`src/rtl/ternary_trit_loader.sv`:
```
// ternary_trit_loader: assembles serial trits into a core input word, holds it for a settle
// time, then captures the core output as a registered result with a one-cycle strobe.
module ternary_trit_loader #(
    parameter int NUM_TRITS     = 3,
    parameter int SETTLE_CYCLES = 4,
    parameter int OUT_TRITS     = 3
) (
    input  logic                   clk,
    input  logic                   reset,
    input  logic [1:0]             trit_in,
    input  logic                   trit_valid,
    output logic                   trit_ready,
    input  logic                   err_clr,
    output logic [2*NUM_TRITS-1:0] word_out,
    output logic                   word_valid,
    input  logic [2*OUT_TRITS-1:0] result_in,
    output logic [2*OUT_TRITS-1:0] result_out,
    output logic                   result_valid,
    output logic                   err_illegal
);
    typedef enum logic {LOAD, SETTLE} state_t;
    localparam int WW = 2 * NUM_TRITS;
    localparam int RW = 2 * OUT_TRITS;
    localparam int CW = NUM_TRITS > 1 ? $clog2(NUM_TRITS) : 1;
    localparam int SW = SETTLE_CYCLES > 1 ? $clog2(SETTLE_CYCLES) : 1;
    localparam logic [WW-1:0] WZERO = {NUM_TRITS{2'b01}};
    localparam logic [RW-1:0] RZERO = {OUT_TRITS{2'b01}};

    state_t        state_q, state_d;
    logic [CW-1:0] cnt_q, cnt_d;
    logic [SW-1:0] settle_q, settle_d;
    logic [WW-1:0] shift_q, shift_d, word_q, word_d, shift_nx;
    logic [RW-1:0] res_q, res_d;
    logic          word_valid_q, word_valid_d, res_valid_q, res_valid_d, err_q, err_d;
    logic          accept, illegal, last;

    assign trit_ready = state_q == LOAD;
    assign accept     = trit_valid & trit_ready;
    assign illegal    = trit_in == 2'b00;
    assign shift_nx   = WW'({shift_q, trit_in});
    assign last       = cnt_q == CW'(NUM_TRITS - 1);

    always_comb begin
        state_d      = state_q;
        cnt_d        = cnt_q;
        settle_d     = settle_q;
        shift_d      = shift_q;
        word_d       = word_q;
        res_d        = res_q;
        word_valid_d = 1'b0;
        res_valid_d  = 1'b0;
        err_d        = err_q & ~err_clr;
        if (state_q == LOAD) begin
            if (accept && illegal) begin
                // an illegal trit throws away the partial word; set beats err_clr
                cnt_d   = '0;
                shift_d = WZERO;
                err_d   = 1'b1;
            end else if (accept) begin
                shift_d = shift_nx;
                cnt_d   = last ? '0 : cnt_q + CW'(1);
                if (last) begin
                    word_d       = shift_nx;
                    word_valid_d = 1'b1;
                    state_d      = SETTLE;
                    settle_d     = SW'(SETTLE_CYCLES - 1);
                end
            end
        end else begin
            settle_d = settle_q - SW'(1);
            if (settle_q == '0) begin
                res_d       = result_in;
                res_valid_d = 1'b1;
                state_d     = LOAD;
                settle_d    = '0;
            end
        end
    end

    always_ff @(posedge clk or posedge reset) begin
        if (reset) begin
            state_q      <= LOAD;
            cnt_q        <= '0;
            settle_q     <= '0;
            shift_q      <= WZERO;
            word_q       <= WZERO;
            res_q        <= RZERO;
            word_valid_q <= 1'b0;
            res_valid_q  <= 1'b0;
            err_q        <= 1'b0;
        end else begin
            state_q      <= state_d;
            cnt_q        <= cnt_d;
            settle_q     <= settle_d;
            shift_q      <= shift_d;
            word_q       <= word_d;
            res_q        <= res_d;
            word_valid_q <= word_valid_d;
            res_valid_q  <= res_valid_d;
            err_q        <= err_d;
        end
    end

    assign word_out     = word_q;
    assign word_valid   = word_valid_q;
    assign result_out   = res_q;
    assign result_valid = res_valid_q;
    assign err_illegal  = err_q;
endmodule
```
`config.mk`:
```
export PLATFORM = sky130hd
export DESIGN_NAME = ternary_trit_loader
export DESIGN_NICKNAME = d
export VERILOG_FILES = /design/src/rtl/ternary_trit_loader.sv
export SDC_FILE = /design/constraint.sdc
export NUM_CORES = 1
export LEC_CHECK = 0
export CAP_MARGIN = 40
export CORE_MARGIN = 10
export CORE_UTILIZATION = 36
export DETAILED_ROUTE_END_ITERATION = 16
export GPL_TIMING_DRIVEN = 0
export HOLD_SLACK_MARGIN = 0.03
export MAX_ROUTING_LAYER = met4
export PLACE_DENSITY = 0.71
export SLEW_MARGIN = 20
export SYNTH_ARGS = -nofsm -noshare
export SYNTH_HDL_FRONTEND = slang
export SYNTH_SLANG_ARGS = --single-unit
```
`constraint.sdc`:
```
create_clock -name clk -period 2.8 [get_ports clk]
set_clock_uncertainty 0.2 [all_clocks]
set_input_delay 0.56 -clock clk [delete_from_list [all_inputs] [get_ports clk]]
set_output_delay 0.56 -clock clk [all_outputs]
set_load 0.01 [all_outputs]
```
==> summary.md <==
| Metric | Value |
|---|---|
| Status | completed |
| Vias in the first global route | 734 |
| Setup repair after global routing missed its margin | no |
| Port Buffers | 27 |
| Reg clk slew, reported paths | 0.12 ns |
| Yosys top cell area share | 41.5% |
| Max-slew violation count | 0 |
| Yosys warns | 0 |
| Layout cells sized above 1 | 29.2% |
| CTS Hold Bufs | 0 |
| Initial antenna violation count | 0 |
| PwrDens | 1000 mW/mm² |
| Worst setup EP type | output pin |
| Top_reg_cell synth | dfrtp_1 |
| Worst Tran Pin Value | 0.406 ns |
| Leading post-synthesis cells by cell area | dfrtp_1 (42%), dfstp_2 (22%), mux2_2 (7.0%), mux2_4 (6.2%), nand2_1 (3.1%) |
| CTS tree | yes |
| Largest stage delay on the critical path | 0.55 ns |
| Ports | 28 |
| Synth unique cells | 24 |
| Compound-Gate Fraction of Synth Area | 8.04% |
| CP Max Fanout | 2 |
| Final WS setup | 0.640 ns |
| CP required | 2.04 ns |
| Nets@finish | 119 |
| Residual DRC count | 0 |
| Top cell types by occurrence after synthesis | dfrtp_1 (16), dfstp_2 (8), nand2_1 (8) |
| Avg Cell Area, Syn | between 10 and 15 µm² |
| Chip height | between 70 and 80 µm |
| Cell Count, Final, Fillers Out | 136 |
| Number of synthesized flops with an enable pin | 0 |
| Sequential share of the synthesized area | 63.3% |
| Die area | between 0.005 and 0.006 mm² |
| Area of placed instances | 0.00130 mm² |
| H-tree levels | 1 |
| Via count of the routed design | 649 |
| Max-cap violations | 0 |
| Largest family of logic cells by synthesized area | multiplexers |
| Global-route usage over all layers | 8.12% |
| Achievable frequency | 463 MHz |
| Syn Inst Count | 74 |
| Initial DRT Pass Iterations | 4 |
| Pre-CTS setup slack | about 0.46 ns |
| Mux contribution to synthesized area | a little over an eighth |
| Core outline area | roughly 0.0025 mm² |
| 1st-iter DRT viols | 28 |
| CP Class | flop to output pin |
| First-pass GRT wire length | 3420 µm |
| Root Buffer | clkbuf_4 |
| Synthesized-area fraction occupied by xor and xnor cells | 0% |
| Final wirelength | 1930 µm |
| Worst EP arrival | between 1 and 1.5 ns |
| Number of buffers created by CTS | 3 |
| R2R Setup Slk | 1.12 ns |
| Layout area overhead | 38.5% |
| Final Setup Violations | 0 |
| Sink Count | 24 |
| Largest net degree at the start of global routing | 18 |
| CP top delay family | flip-flops |
| Flops & latches, synth | 24 |
| Post-synth top area cell | dfrtp_1 |
| Fin crit period | around 2.2 ns |
| Synthesized cell area | 965 µm² |
| TNS Setup | 0 ns |
| Worst-Skew Late Latency | about 0.3 ns |
| Synth Area in Adders | 0% |
| Cells resized by post-CTS repair | 0 |
| Routed vias/inst | 4.77 |
| Hold Violations, Final | 0 |
| Ys async rst share | 100% |
| Post-DP HPWL | 1550 µm |
| Startpoint types | flop |
| CP bufs+invs | 1 |
| Cells after DPL | 132 |
| Critical-path top delay cell | dfstp_2 |
| Max Buffers Root-to-Sink | 2 |
| Postcts setup bufs | 0 |
| Filler cell count | about 240 |
| Worst hold path class | flop to flop |
| ANT nets after route | 0 |
| CP cell instances | clkdlybuf4s50_1 |
| Pleak | 0.584 nW |
| Period utilization | between 70% and 80% |
| Simple-gate portion of the synthesized area | a little under an eighth |
| GR Overflow Total | 0 |
| Die X-Extent | a little over 70 µm |
| Design Area, Final | between 0.001 and 0.0015 mm² |
| N_diodes | 0 |
| # rows | 18 |
| Max IR drop VDD | roughly 560 µV |
| Syn nets | 86 |
| Relative slew slack | between 70% and 80% |
| Starting Density | 38.2% |
| RePlAce Congestion | 0.739 |
| Top-count cell post-synth | dfrtp_1 |
| Wire per inst | 14.2 µm |
## final timing paths
path,startpoint,endpoint,cells after the start
max reg2reg,state_q,word_out[5],5
min in group asynchronous,reset,result_valid,2
min,shift_q[3],shift_q[3],2
min reg2reg,shift_q[3],shift_q[3],2
max in group asynchronous,reset,word_out[0],3
max,result_out[0],result_out[0],1
## state kept, by name (all words and copies together), names as in the netlist
| register | count |
|---|---|
| state_q | 1 |
| result_out | 6 |
| shift_q | 4 |
| settle_q | 2 |
| err_illegal | 1 |
| word_out | 6 |
| word_valid | 1 |
| result_valid | 1 |
| cnt_q | 2 |
## layer usage
layer | track usage (%) | wire length, µm | up-vias
met2 | 13.6 | 1030 | 14
met5 | - | 0 | -
met3 | 2.75 | 123 | 0
met1 | 8.81 | 772 | 322
met4 | 2.58 | 0 | 0
li1 | - | - | 313
## area by class of cell
| cell class | instances | area (µm²) | area share (%) |
|---|---|---|---|
| multi-input combinational | 42 | 314 | 23.5 |
| inverter | 5 | 18.8 | 1.40 |
| sequential | 24 | 611 | 45.7 |
| clock buffer | 4 | 36.3 | 2.72 |
| timing repair buffer | 28 | 298 | 22.3 |
| tap | 30 | 37.5 | 2.81 |
| buffer | 3 | 21.3 | 1.59 |
## power breakdown
group          leakage (nW)  switching, W  total [W]  internal [W]
logic                 0.276      0.000207   0.000544      0.000337
registers             0.287     0.0000874   0.000618      0.000531
clock network        0.0210     0.0000957   0.000175     0.0000792
total                 0.584      0.000390    0.00134      0.000947
## per-stage QoR
step                hold slack, ns  utilization, %  total power (W)
detailed placement           0.266            51.5          0.00118
floorplan                    0.239               -         0.000896
CTS                          0.295            53.0          0.00136
finish                       0.290            53.0          0.00134
global placement             0.257            50.4          0.00115
global route                 0.316            53.0          0.00143
## cell families after synthesis
group / count (synthesis)
AO/OA/AOI/OAI: 11
buffers and inverters: 8
flip-flops: 24
multiplexers: 10
AND/OR/NAND/NOR: 21
## cells in the final DEF, fill, tap and decap left out, types with 2 or more instances in the layout
master           instances
clkdlybuf4s50_1         27
dfrtp_1                 16
nand2_1                  8
dfstp_2                  8
mux2_2                   6
inv_1                    5
nand3_1                  4
mux2_4                   4
clkbuf_4                 3
nand2b_1                 2
buf_2                    2
a31oi_1                  2
nor2_1                   2
a21bo_2                  2
a21oi_1                  2
No activity file was read; power rests on OpenSTA's default activity.
